===== config.mk =====
export PLATFORM = sky130hd
export DESIGN_NAME = tlb_fence_seq_flat
export DESIGN_NICKNAME = d
export VERILOG_FILES = /design/src/rtl/tlb_fence_seq_if.sv /design/src/rtl/tlb_fence_seq.sv /design/src/flat_wrapper.sv
export SDC_FILE = /design/constraint.sdc
export NUM_CORES = 1
export LEC_CHECK = 0
export ABC_AREA = 0
export CAP_MARGIN = 20
export CORE_ASPECT_RATIO = 0.8
export CORE_MARGIN = 2
export CORE_UTILIZATION = 44
export CTS_BUF_LIST = sky130_fd_sc_hd__clkbuf_4
export CTS_CLUSTER_DIAMETER = 80
export DETAILED_ROUTE_END_ITERATION = 10
export MAX_ROUTING_LAYER = met4
export PLACE_DENSITY = 0.83
export SYNTH_ARGS = -nofsm -noshare
export SYNTH_HDL_FRONTEND = slang
export SYNTH_SLANG_ARGS = --single-unit
export TNS_END_PERCENT = 10

===== constraint.sdc =====
create_clock -name clk -period 2.4 [get_ports clk]
set_clock_uncertainty 0.2 [all_clocks]
set_input_delay 0.48 -clock clk [delete_from_list [all_inputs] [get_ports clk]]
set_output_delay 0.48 -clock clk [all_outputs]
set_load 0.01 [all_outputs]

===== src/rtl/tlb_fence_seq_if.sv =====
// Fence-sequencer bundle: decoded fence inputs from the M stage and the
// flush request/response toward the ITLB/DTLB.
interface tlb_fence_seq_if #(
    parameter int XLEN    = 64,
    parameter int ASIDLEN = 16
);
    logic               sfencevmaM;
    logic               hfencevvmaM;
    logic               hfencegvmaM;
    logic               VirtModeM;
    logic               Rs1ZeroM;
    logic               Rs2ZeroM;
    logic [XLEN-1:0]    FenceVAM;
    logic [ASIDLEN-1:0] FenceASIDM;
    logic               TrapM;
    logic               LSUBusyM;
    logic               ITLBFlushAck;
    logic               DTLBFlushAck;

    logic               FenceStallM;
    logic               TLBFlushReq;
    logic [1:0]         TLBFlushKind;
    logic               TLBFlushAllVA;
    logic               TLBFlushAllID;
    logic [XLEN-1:0]    TLBFlushVA;
    logic [ASIDLEN-1:0] TLBFlushID;
    logic               FenceDoneM;
    logic               FenceTimeoutM;

    // master: the fence sequencer; slave: pipeline/TLB side
    modport master (
        input  sfencevmaM, hfencevvmaM, hfencegvmaM, VirtModeM, Rs1ZeroM, Rs2ZeroM,
               FenceVAM, FenceASIDM, TrapM, LSUBusyM, ITLBFlushAck, DTLBFlushAck,
        output FenceStallM, TLBFlushReq, TLBFlushKind, TLBFlushAllVA, TLBFlushAllID,
               TLBFlushVA, TLBFlushID, FenceDoneM, FenceTimeoutM
    );

    modport slave (
        output sfencevmaM, hfencevvmaM, hfencegvmaM, VirtModeM, Rs1ZeroM, Rs2ZeroM,
               FenceVAM, FenceASIDM, TrapM, LSUBusyM, ITLBFlushAck, DTLBFlushAck,
        input  FenceStallM, TLBFlushReq, TLBFlushKind, TLBFlushAllVA, TLBFlushAllID,
               TLBFlushVA, TLBFlushID, FenceDoneM, FenceTimeoutM
    );
endinterface


===== src/rtl/tlb_fence_seq.sv =====
// TLB fence sequencer: stalls M, drains the LSU, then holds a flush request
// until both TLBs acknowledge, reporting completion or timeout.
//
// state | meaning
// IDLE  | no fence in flight; a legal, untrapped fence starts a sequence
// DRAIN | stalled, waiting for outstanding LSU traffic; a trap aborts
// FLUSH | flush request held until both TLB acks are seen or timeout
// DONE  | one-cycle completion pulse
// TOUT  | one-cycle timeout pulse
module tlb_fence_seq #(
    parameter int XLEN        = 64,
    parameter int ASIDLEN     = 16,
    parameter int TIMEOUT_BIT = 7
) (
    input logic             clk,
    input logic             reset,
    tlb_fence_seq_if.master fenceIf
);
    typedef enum logic [2:0] {IDLE, DRAIN, FLUSH, DONE, TOUT} state_t;

    state_t               state, stateNext;
    logic [1:0]           kindQ;
    logic                 allVAQ, allIDQ;
    logic [XLEN-1:0]      vaQ;
    logic [ASIDLEN-1:0]   idQ;
    logic                 iAckSeen, dAckSeen;
    logic [TIMEOUT_BIT:0] waitCnt;

    logic       start, iSeen, dSeen;
    logic [1:0] startKind;
    logic       stall, flushReq, done, timeout;

    assign start = (fenceIf.sfencevmaM | fenceIf.hfencevvmaM | fenceIf.hfencegvmaM) & ~fenceIf.TrapM;

    // An sfence issued from VS/VU targets the guest stage, same as hfence.vvma
    assign startKind = fenceIf.hfencegvmaM ? 2'b10 :
                       (fenceIf.hfencevvmaM | (fenceIf.sfencevmaM & fenceIf.VirtModeM)) ? 2'b01 : 2'b00;

    assign iSeen = iAckSeen | fenceIf.ITLBFlushAck;
    assign dSeen = dAckSeen | fenceIf.DTLBFlushAck;

    always_comb begin
        stateNext = state;
        stall     = 1'b0;
        flushReq  = 1'b0;
        done      = 1'b0;
        timeout   = 1'b0;
        case (state)
            IDLE: begin
                if (start) begin
                    stateNext = DRAIN;
                    stall     = 1'b1;
                end
            end
            DRAIN: begin
                stall = 1'b1;
                if (fenceIf.TrapM)          stateNext = IDLE;
                else if (!fenceIf.LSUBusyM) stateNext = FLUSH;
            end
            FLUSH: begin
                stall    = 1'b1;
                flushReq = 1'b1;
                // a final ack in the timeout cycle still completes the fence
                if (iSeen && dSeen)          stateNext = DONE;
                else if (waitCnt[TIMEOUT_BIT]) stateNext = TOUT;
            end
            DONE: begin
                stall     = 1'b1;
                done      = 1'b1;
                stateNext = IDLE;
            end
            TOUT: begin
                stall     = 1'b1;
                timeout   = 1'b1;
                stateNext = IDLE;
            end
            default: stateNext = IDLE;
        endcase
    end

    always_ff @(posedge clk or negedge reset) begin
        if (!reset) state <= IDLE;
        else        state <= stateNext;
    end

    always_ff @(posedge clk or negedge reset) begin
        if (!reset) begin
            kindQ  <= 2'b00;
            allVAQ <= 1'b0;
            allIDQ <= 1'b0;
            vaQ    <= '0;
            idQ    <= '0;
        end else if (state == IDLE && start) begin
            kindQ  <= startKind;
            allVAQ <= fenceIf.Rs1ZeroM;
            allIDQ <= fenceIf.Rs2ZeroM;
            vaQ    <= fenceIf.FenceVAM;
            idQ    <= fenceIf.FenceASIDM;
        end
    end

    always_ff @(posedge clk or negedge reset) begin
        if (!reset) begin
            iAckSeen <= 1'b0;
            dAckSeen <= 1'b0;
            waitCnt  <= '0;
        end else if (state != FLUSH) begin
            iAckSeen <= 1'b0;
            dAckSeen <= 1'b0;
            waitCnt  <= '0;
        end else begin
            iAckSeen <= iSeen;
            dAckSeen <= dSeen;
            if (!waitCnt[TIMEOUT_BIT]) waitCnt <= waitCnt + 1'b1;
        end
    end

    assign fenceIf.FenceStallM   = stall;
    assign fenceIf.TLBFlushReq   = flushReq;
    assign fenceIf.TLBFlushKind  = kindQ;
    assign fenceIf.TLBFlushAllVA = allVAQ;
    assign fenceIf.TLBFlushAllID = allIDQ;
    assign fenceIf.TLBFlushVA    = vaQ;
    assign fenceIf.TLBFlushID    = idQ;
    assign fenceIf.FenceDoneM    = done;
    assign fenceIf.FenceTimeoutM = timeout;
endmodule


===== src/flat_wrapper.sv =====
// flat-port wrapper written by rule: the top's interface ports become plain ports
module tlb_fence_seq_flat 
#(
    parameter int XLEN        = 64,
    parameter int ASIDLEN     = 16,
    parameter int TIMEOUT_BIT = 7
)
  (clk, reset, fenceIf_sfencevmaM, fenceIf_hfencevvmaM, fenceIf_hfencegvmaM, fenceIf_VirtModeM, fenceIf_Rs1ZeroM, fenceIf_Rs2ZeroM, fenceIf_FenceVAM, fenceIf_FenceASIDM, fenceIf_TrapM, fenceIf_LSUBusyM, fenceIf_ITLBFlushAck, fenceIf_DTLBFlushAck, fenceIf_FenceStallM, fenceIf_TLBFlushReq, fenceIf_TLBFlushKind, fenceIf_TLBFlushAllVA, fenceIf_TLBFlushAllID, fenceIf_TLBFlushVA, fenceIf_TLBFlushID, fenceIf_FenceDoneM, fenceIf_FenceTimeoutM);
  tlb_fence_seq_if #(.XLEN(XLEN), .ASIDLEN(ASIDLEN)) fenceIf_i ();
  input logic clk;
  input logic reset;
  input wire logic [$bits(fenceIf_i.sfencevmaM)-1:0] fenceIf_sfencevmaM;
  input wire logic [$bits(fenceIf_i.hfencevvmaM)-1:0] fenceIf_hfencevvmaM;
  input wire logic [$bits(fenceIf_i.hfencegvmaM)-1:0] fenceIf_hfencegvmaM;
  input wire logic [$bits(fenceIf_i.VirtModeM)-1:0] fenceIf_VirtModeM;
  input wire logic [$bits(fenceIf_i.Rs1ZeroM)-1:0] fenceIf_Rs1ZeroM;
  input wire logic [$bits(fenceIf_i.Rs2ZeroM)-1:0] fenceIf_Rs2ZeroM;
  input wire logic [$bits(fenceIf_i.FenceVAM)-1:0] fenceIf_FenceVAM;
  input wire logic [$bits(fenceIf_i.FenceASIDM)-1:0] fenceIf_FenceASIDM;
  input wire logic [$bits(fenceIf_i.TrapM)-1:0] fenceIf_TrapM;
  input wire logic [$bits(fenceIf_i.LSUBusyM)-1:0] fenceIf_LSUBusyM;
  input wire logic [$bits(fenceIf_i.ITLBFlushAck)-1:0] fenceIf_ITLBFlushAck;
  input wire logic [$bits(fenceIf_i.DTLBFlushAck)-1:0] fenceIf_DTLBFlushAck;
  output wire logic [$bits(fenceIf_i.FenceStallM)-1:0] fenceIf_FenceStallM;
  output wire logic [$bits(fenceIf_i.TLBFlushReq)-1:0] fenceIf_TLBFlushReq;
  output wire logic [$bits(fenceIf_i.TLBFlushKind)-1:0] fenceIf_TLBFlushKind;
  output wire logic [$bits(fenceIf_i.TLBFlushAllVA)-1:0] fenceIf_TLBFlushAllVA;
  output wire logic [$bits(fenceIf_i.TLBFlushAllID)-1:0] fenceIf_TLBFlushAllID;
  output wire logic [$bits(fenceIf_i.TLBFlushVA)-1:0] fenceIf_TLBFlushVA;
  output wire logic [$bits(fenceIf_i.TLBFlushID)-1:0] fenceIf_TLBFlushID;
  output wire logic [$bits(fenceIf_i.FenceDoneM)-1:0] fenceIf_FenceDoneM;
  output wire logic [$bits(fenceIf_i.FenceTimeoutM)-1:0] fenceIf_FenceTimeoutM;
  assign fenceIf_i.sfencevmaM = fenceIf_sfencevmaM;
  assign fenceIf_i.hfencevvmaM = fenceIf_hfencevvmaM;
  assign fenceIf_i.hfencegvmaM = fenceIf_hfencegvmaM;
  assign fenceIf_i.VirtModeM = fenceIf_VirtModeM;
  assign fenceIf_i.Rs1ZeroM = fenceIf_Rs1ZeroM;
  assign fenceIf_i.Rs2ZeroM = fenceIf_Rs2ZeroM;
  assign fenceIf_i.FenceVAM = fenceIf_FenceVAM;
  assign fenceIf_i.FenceASIDM = fenceIf_FenceASIDM;
  assign fenceIf_i.TrapM = fenceIf_TrapM;
  assign fenceIf_i.LSUBusyM = fenceIf_LSUBusyM;
  assign fenceIf_i.ITLBFlushAck = fenceIf_ITLBFlushAck;
  assign fenceIf_i.DTLBFlushAck = fenceIf_DTLBFlushAck;
  assign fenceIf_FenceStallM = fenceIf_i.FenceStallM;
  assign fenceIf_TLBFlushReq = fenceIf_i.TLBFlushReq;
  assign fenceIf_TLBFlushKind = fenceIf_i.TLBFlushKind;
  assign fenceIf_TLBFlushAllVA = fenceIf_i.TLBFlushAllVA;
  assign fenceIf_TLBFlushAllID = fenceIf_i.TLBFlushAllID;
  assign fenceIf_TLBFlushVA = fenceIf_i.TLBFlushVA;
  assign fenceIf_TLBFlushID = fenceIf_i.TLBFlushID;
  assign fenceIf_FenceDoneM = fenceIf_i.FenceDoneM;
  assign fenceIf_FenceTimeoutM = fenceIf_i.FenceTimeoutM;
  tlb_fence_seq #(.XLEN(XLEN), .ASIDLEN(ASIDLEN), .TIMEOUT_BIT(TIMEOUT_BIT)) u_core (.clk(clk), .reset(reset), .fenceIf(fenceIf_i));
endmodule

==> results of run 1 <==
[final cells by class]
cell class | count | area (µm²) | share of cell area [%]
clock buffers | 9 | 67.6 | 1.06
clock inverters | 6 | 68.8 | 1.08
inverters | 3 | 11.3 | 0.177
multi-input cells | 137 | 1550 | 24.4
flip-flops and latches | 97 | 2430 | 38.2
well taps | 115 | 144 | 2.27
repair buffers | 209 | 2090 | 32.8
[flip-flops by register name, summed over array words and instances, names as in the netlist]
name / cells
u_core.dAckSeen: 1
u_core.fenceIf.TLBFlushAllID: 1
u_core.fenceIf.TLBFlushAllVA: 1
u_core.fenceIf.TLBFlushID: 16
u_core.fenceIf.TLBFlushKind: 2
u_core.fenceIf.TLBFlushVA: 64
u_core.iAckSeen: 1
u_core.state: 3
u_core.waitCnt: 8
[final timing paths]
| path | startpoint | end | slack, ps | depth (start not counted) |
|---|---|---|---|---|
| setup / recovery | fenceIf_hfencegvmaM | fenceIf_FenceStallM | 90 | 5 |
| hold / removal | reset | u_core.waitCnt[6] | 220 | 2 |
| setup reg to reg | u_core.state[2] | u_core.fenceIf.TLBFlushVA[33] | 220 | 7 |
| hold reg to reg | u_core.dAckSeen | u_core.dAckSeen | 320 | 2 |
| max in group asynchronous | reset | u_core.fenceIf.TLBFlushVA[30] | 1110 | 3 |
| min in group clk | u_core.dAckSeen | u_core.dAckSeen | 320 | 2 |
[what timing repair did]
action	CTS	global route
gates resized for setup	9	3
hold buffers	1	0
endpoints found under the hold margin	66	0
buffers inserted	0	1
setup endpoints to repair	4	2
[critical path, delay by kind of cell]
kind / cells / cell delay (ps)
simple gates: 1 / 230
mux: 1 / 250
compound gates: 1 / 90
buf+inv: 2 / 570
[power groups by stage]
stage	combinational, mW	clock, mW	sequential (mW)
final	3.96	0.855	2.83
after global routing	4.18	0.951	2.91
after CTS	4.00	0.894	2.83
after detailed placement	3.97	0	2.86
after global placement	3.91	0	2.80
after floorplan	1.62	0	3.16
[layout by cell type (no fill, tap or decap), types with 3 or more instances in the layout]
cell type,instances
sky130_fd_sc_hd__mux2_4,69
sky130_fd_sc_hd__nand2_1,3
sky130_fd_sc_hd__a21oi_1,5
sky130_fd_sc_hd__nor2_1,10
sky130_fd_sc_hd__buf_12,6
sky130_fd_sc_hd__buf_4,24
sky130_fd_sc_hd__dfrtp_1,97
sky130_fd_sc_hd__xor2_1,3
sky130_fd_sc_hd__or3_1,3
sky130_fd_sc_hd__clkdlybuf4s50_1,174
sky130_fd_sc_hd__clkbuf_4,9
sky130_fd_sc_hd__o21ai_0,5
sky130_fd_sc_hd__mux2_2,14
[through the flow]
step	util [%]	worst slack (ps)	instances	instance area [µm²]
floorplan	-	506	249	4160
global placement	67.9	-236	559	6190
detailed placement	67.9	-283	559	6190
CTS	69.6	-13.5	575	6340
global route	69.7	-6.39	576	6350
finish	69.7	87.2	576	6350
[routing by layer]
| layer | up-vias | GRT usage, % | part of all wire (%) |
|---|---|---|---|
| met5 | - | - | 0 |
| met4 | 0 | 6.20 | 1.3 |
| met3 | 13 | 5.47 | 7.0 |
| met2 | 120 | 32.4 | 49 |
| met1 | 1371 | 24.9 | 42 |
| li1 | 1290 | - | - |
[logic make-up after synthesis]
logic type,count (synthesis)
flip-flops,97
adder cells (fa/ha/maj),1
multiplexers,84
XOR/XNOR,3
AND/OR/NAND/NOR,34
AO/OA/AOI/OAI,15
buffers and inverters,15
==> results.txt, run 1 <==
Counting flops and latches in the post-synthesis netlist gives 97. The mux share of post-synthesis cell area was 28.9%. After clock tree synthesis, the clock-pin slew on the worst setup and hold paths is 150 ps.

Cell internal power was estimated by the tool at 5.33 mW. Of the total synthesized cell area, the portion taken by full adders, half adders and majority gates is 0.301%. The share of post-route cells with drive strength above 1 works out to 29.9%.

Headroom to the max-slew limit came out at 72.8%. During I/O placement, the number of pins put on the boundary was 180. The final net count was 550; the total congestion overflow after global routing was 0. The worst path in the final design needs a cycle of 2310 ps, including I/O delays and setup.

Overall power consumption after layout is estimated at 7.64 mW. The first global-routing pass estimated 15500 µm of wire. The max-capacitance violation count was 0; the final-layout fill cell count was 642.

The share of synthesized cell area in and, or, nand and nor gates works out to 4.93%. Counting the buffers created by CTS gives 9. Final-layout worst hold slack: 222 ps. The clock latency reported for the late side of the worst-skew pair is 440 ps, and the synthesized instance count is 249.

The starting density of the core was 45.6%. The delay of the slowest cell on the worst path is 450 ps. The kind of start point of the critical path was a primary input. On the critical path, the stage with the largest delay is an instance of sky130_fd_sc_hd__clkdlybuf4s50_1. The most used flip-flop cell after synthesis is sky130_fd_sc_hd__dfrtp_1. Net switching is 30.2% of the power. Floorplan core area: 9110 µm². The number of hold-slack violations in the final timing report is 0, and the height of the die is 91.0 µm. The setup TNS is 0 ps. Worst min-delay path category: primary input to asynchronous set/reset pin.

The share of the synthesized netlist area taken by xor and xnor gates was 0.632%; the area share of the leading cell type in the synthesized netlist was 58.3%. The congestion estimate from routability-driven global placement came to 0.743. The worst setup path is of the primary input to output pin kind. Power per cell area: 1200 nW/µm². The most area-hungry cell type in the Yosys netlist was sky130_fd_sc_hd__dfrtp_1. The tools report the number of detailed-routing iterations run before antenna repair as 4. TritonCTS built the clock tree. The net load switching power came out at 2.31 mW. The clock sink count is 97. In this run the tool buffered the top-level ports with 179 buffer cells. By instance count, the leading cell after synthesis is sky130_fd_sc_hd__dfrtp_1. The clock group share of total power was 11.2%; the via count of the first global-routing pass was 2948. The maximum number of pins on one net before global-route repair was 55; the number of nets with antenna violations after routing was 0. The number of vias per cell works out to 4.85. Buffer cell driving the clock tree root: sky130_fd_sc_hd__clkbuf_4.

The number of antenna diodes in the final layout is 0. The logs give 0 for the warning count from the yosys run and 35 for the distinct cell type count after synthesis. After detailed routing, the number of remaining DRC violations is 0. Based on the critical path, the design can be clocked at up to 0.432 GHz.

At the pin with the least slew margin, the transition time is 408 ps. Of all nets on the critical path, the largest fanout is 2. In this run, synthesis inferred 0 flip-flops with an integrated enable.

For the total count of max-transition violations in the final report, the log shows 0. Traced cell by cell, the critical path runs through clkdlybuf4s50_1 > nor3_2 > o21ai_0 > mux2_2 > clkbuf_2. The post-synthesis compound-gate area fraction came out at 2.11%. The die covers 10300 µm². The sequential cell area fraction in the yosys report was 58.3%. For this design the static power due to leakage is 2.80 nW. Setup repair after global routing could not meet its margin everywhere. Of all flip-flops after synthesis, the portion carrying an async set or reset was 100%. The tools report the critical path capture point type as an output pin. The chip width is 113 µm, and the net count of the mapped netlist is 342.

After legalization and detailed placement, the total HPWL measured 7540 µm. Average wire per cell in the routed design: 17.2 µm. The main combinational cell family by area after synthesis was multiplexers. The worst endpoint required time came out at 1720 ps. The routed design has 9900 µm of wire. The clock passes through at most 2 buffers. The logs give 0 for the setup violation total in the final timing report and 113 for the violation count after the first detailed-route iteration.

By count the netlist is led by sky130_fd_sc_hd__dfrtp_1, sky130_fd_sc_hd__mux2_4, sky130_fd_sc_hd__mux2_2. The portion of total power attributed to sequential cells is 37.0%. The worst IR drop on VDD was 0.750 mV; the layout-stage area growth over the synthesis result was 52.7%. The tools report the total track usage as 20.1%. Ranked by total cell area, the synthesized netlist is headed by sky130_fd_sc_hd__dfrtp_1, sky130_fd_sc_hd__mux2_4, sky130_fd_sc_hd__buf_12. In this run the cell area of the synthesized design comes to 4160 µm². Across all layers, the routed design uses 2794 vias.

The H-tree generated during clock tree synthesis spans 3 levels. Row generation in the floorplan step produced 31 rows. The run gives 1630 ps as the arrival time reported for the critical path endpoint. The share of the cycle needed by the critical path after routing is 96.4%, and the combinational power share is 51.8%. Synthesized area per cell: 16.7 µm². The initial antenna violation count was 0.

The flow ran to the end, and the final reports show no timing, DRC or antenna violations.
(Power assumes the default switching activity.)
==> run 2: changes to the inputs <==
- CORE_UTILIZATION: 44 -> 39
- PLACE_DENSITY: 0.83 -> 0.78
- clock period: 2.4 -> 2 ns (I/O delays scaled with it)
==> results.txt, run 2 (same netlist as run 1, synthesis figures left out) <==
The flow ran to the end, but the final reports show violations. The checks that failed: negative setup slack. The run gives 3.27 nW (was 2.80 nW) as the leakage component of the power. The number of diodes added for antenna fixing was 0 (unchanged). The share of post-route cells with drive strength above 1 came out at 30.9% (was 29.9%).

The number of design rule violations left after detail routing came out at 0 (unchanged). The buffer cell driving the clock tree root is sky130_fd_sc_hd__clkbuf_4 (unchanged). The critical-path maximum fanout is 2 (unchanged), and the floorplan core area is 10300 µm² (was 9110 µm²).

Setup violation total in the final timing report: 85 (was 0). Based on the critical path, the design can be clocked at up to 0.464 GHz. Commonest non-fill, non-tap cell in the layout: sky130_fd_sc_hd__dfrtp_1 (was sky130_fd_sc_hd__clkdlybuf4s50_1).

The tools report the initial antenna violation count as 0 (unchanged). The delay of the slowest cell on the worst path is 440 ps (was 450 ps), and the count of pins on the block boundary is 180 (unchanged). The logs give 554 (was 550) for the final net count and 0.606 mV (was 0.750 mV) for the worst IR drop on VDD. The number of vias per cell works out to 4.66 (was 4.85). The logs give 6740 µm (was 7540 µm) for the estimated wirelength of the detail-placed design and 39 (was 55) for the maximum number of pins on one net before global-route repair. The kind of start point of the critical path was a primary input (unchanged). The register clock-pin slew on the reported worst setup and hold paths was 170 ps (was 150 ps). The critical path's slowest cell was sky130_fd_sc_hd__clkdlybuf4s50_1 (unchanged). Final setup slack of the worst path: -156 ps (was 87.2 ps).

Violation count after the first detailed-route iteration: 133 (was 113). The power per cell area was 1350 nW/µm² (was 1200 nW/µm²). Critical path, cell by cell: clkdlybuf4s50_1 > nor3_1 > o21ai_1 > mux2_2 > buf_6 (was clkdlybuf4s50_1 > nor3_2 > o21ai_0 > mux2_2 > clkbuf_2). The worst path uses 108% of the clock period. The total count of max-transition violations in the final report was 0 (unchanged); the number of flip-flops in the largest register was 64 (unchanged). The height of the die is 96.4 µm (was 91.0 µm).

For the level count of the clock H-tree, the log shows 3 (unchanged). The total congestion overflow after global routing is 0 (unchanged). Total buffers and inverters traversed by the critical path: 2 (unchanged). Commonest cells after routing, fill and taps aside: sky130_fd_sc_hd__dfrtp_1, sky130_fd_sc_hd__clkdlybuf4s50_1, sky130_fd_sc_hd__mux2_4 (was sky130_fd_sc_hd__clkdlybuf4s50_1, sky130_fd_sc_hd__dfrtp_1, sky130_fd_sc_hd__mux2_4). The run gives 0 (unchanged) as the max-capacitance violation count.

The final-layout fill cell count came out at 803 (was 642). The run gives 10400 µm (was 9900 µm) as the routed wire length. The worst min-delay path category was primary input to asynchronous set/reset pin (unchanged). The arrival time reported for the critical path endpoint is 1560 ps (was 1630 ps), and the number of buffers inserted by port buffering is 179 (unchanged).

The CTS buffer count was 9 (unchanged); the final total power was 8.92 mW (was 7.64 mW). The logs give 15400 µm (was 15500 µm) for the global-route wire length before repair and 1590 µm² (was 1550 µm²) for the area of the multi-input gates. The measured slew at the worst slew-check pin was 399 ps (was 408 ps).

Chip width: 119 µm (was 113 µm). The tools report the last weighted congestion value of the routability-driven placer as 0.771 (was 0.743). The run gives 17.5% (was 20.1%) as the total track usage.

Clock latency reported for the late side of the worst-skew pair: 430 ps (was 440 ps). The clock sink count came out at 97 (unchanged). Classification of the worst setup path: primary input to output pin (unchanged). The number of vias in the routed layout came out at 2822 (was 2794). Setup repair after global routing could not meet its margin everywhere. The smallest clock period supported by the final layout is computed as 2160 ps. The number of nets with antenna violations after routing came out at 0 (unchanged). Family of cells with the greatest summed delay on the critical path: buffers and inverters (unchanged).

The floorplan die area is 11500 µm² (was 10300 µm²). The starting density of the core was 40.3% (was 45.6%). The layout-stage area growth over the synthesis result was 58.3% (was 52.7%); the count of standard-cell rows was 33 (was 31).

The run gives 2 (unchanged) as the maximum buffer depth of the clock tree. The tools report the critical path capture point type as an output pin (unchanged). Worst endpoint required time: 1400 ps (was 1720 ps).

The average wire per cell in the routed design is 17.2 µm (about the same). TritonCTS built the clock tree. The sequential standard cell area was 2430 µm² (unchanged); the number of detailed-routing iterations run before antenna repair was 4 (unchanged). The via count of the first global-routing pass was 3082 (was 2948).

The run gives 73.4% (was 72.8%) as the tightest slew margin relative to the limit. The logs give 204 ps (was 222 ps) for the final-layout worst hold slack and 0 (unchanged) for the number of hold-slack violations in the final timing report.
run 2: worst register-to-register path, stage by stage, from the launching register on:
cell and delay [ps]:
sky130_fd_sc_hd__dfrtp_1 410, sky130_fd_sc_hd__buf_6 130, sky130_fd_sc_hd__buf_6 110, sky130_fd_sc_hd__nor4_4 220
sky130_fd_sc_hd__and2b_4 300, sky130_fd_sc_hd__buf_12 140, sky130_fd_sc_hd__clkbuf_16 210, sky130_fd_sc_hd__mux2_4 320
run 2: layer usage:
metal / up-vias / wire (µm) / global-route usage, %
met2: 111 / 4860 / 27.9
met5: - / 0 / -
met3: 17 / 609 / 4.99
met4: 0 / 156 / 5.10
met1: 1397 / 4770 / 22.1
li1: 1297 / - / -
run 2: final cells by class:
type                            count  share of cell area (%)
Timing Repair Buffer              213                    34.2
Inverter                            3                   0.171
Clock inverter                      6                   0.798
Multi-Input combinational cell    137                    24.1
Clock buffer                       10                    1.14
Sequential cell                    97                    36.8
Tap cell                          140                    2.66
run 2: timing repair:
item | 4_1_cts | 5_1_grt
buffers inserted | 5 | 7
gates resized for setup | 81 | 46
endpoints found under the hold margin | 40 | 0
endpoints found under the setup margin | 126 | 117
gates cloned | 0 | 6
pin swaps | 1 | 2
hold buffers | 1 | 0
run 2: final timing paths:
kind                                           from                       endpoint  slack [ps]  cells past startpoint
worst max-delay path            fenceIf_hfencevvmaM            fenceIf_FenceStallM        -160                      5
worst min-delay path                          reset  u_core.fenceIf.TLBFlushID[10]         200                      2
worst max register to register      u_core.state[1]   u_core.fenceIf.TLBFlushVA[2]        -140                      7
worst min register to register      u_core.dAckSeen                u_core.dAckSeen         310                      2
max in group asynchronous                     reset                u_core.state[2]         850                      3
min in group clk                    u_core.dAckSeen                u_core.dAckSeen         310                      2
run 2: stage by stage:
stage	std cells	instance area [µm²]	setup TNS (ps)	utilization [%]	setup slack [ps]
finish	606	6590	-6140	63.8	-156
global route	606	6590	-10960	63.8	-250
CTS	593	6240	-11020	60.5	-199
detailed placement	573	6120	-24930	59.2	-454
global placement	573	6120	-24730	59.2	-490
floorplan	249	4160	0	-	106
run 2: report_power, final:
part | internal (mW) | switching [mW] | total [mW]
combinational | 2.92 | 1.66 | 4.59
clock | 0.288 | 0.682 | 0.969
sequential | 2.86 | 0.500 | 3.36
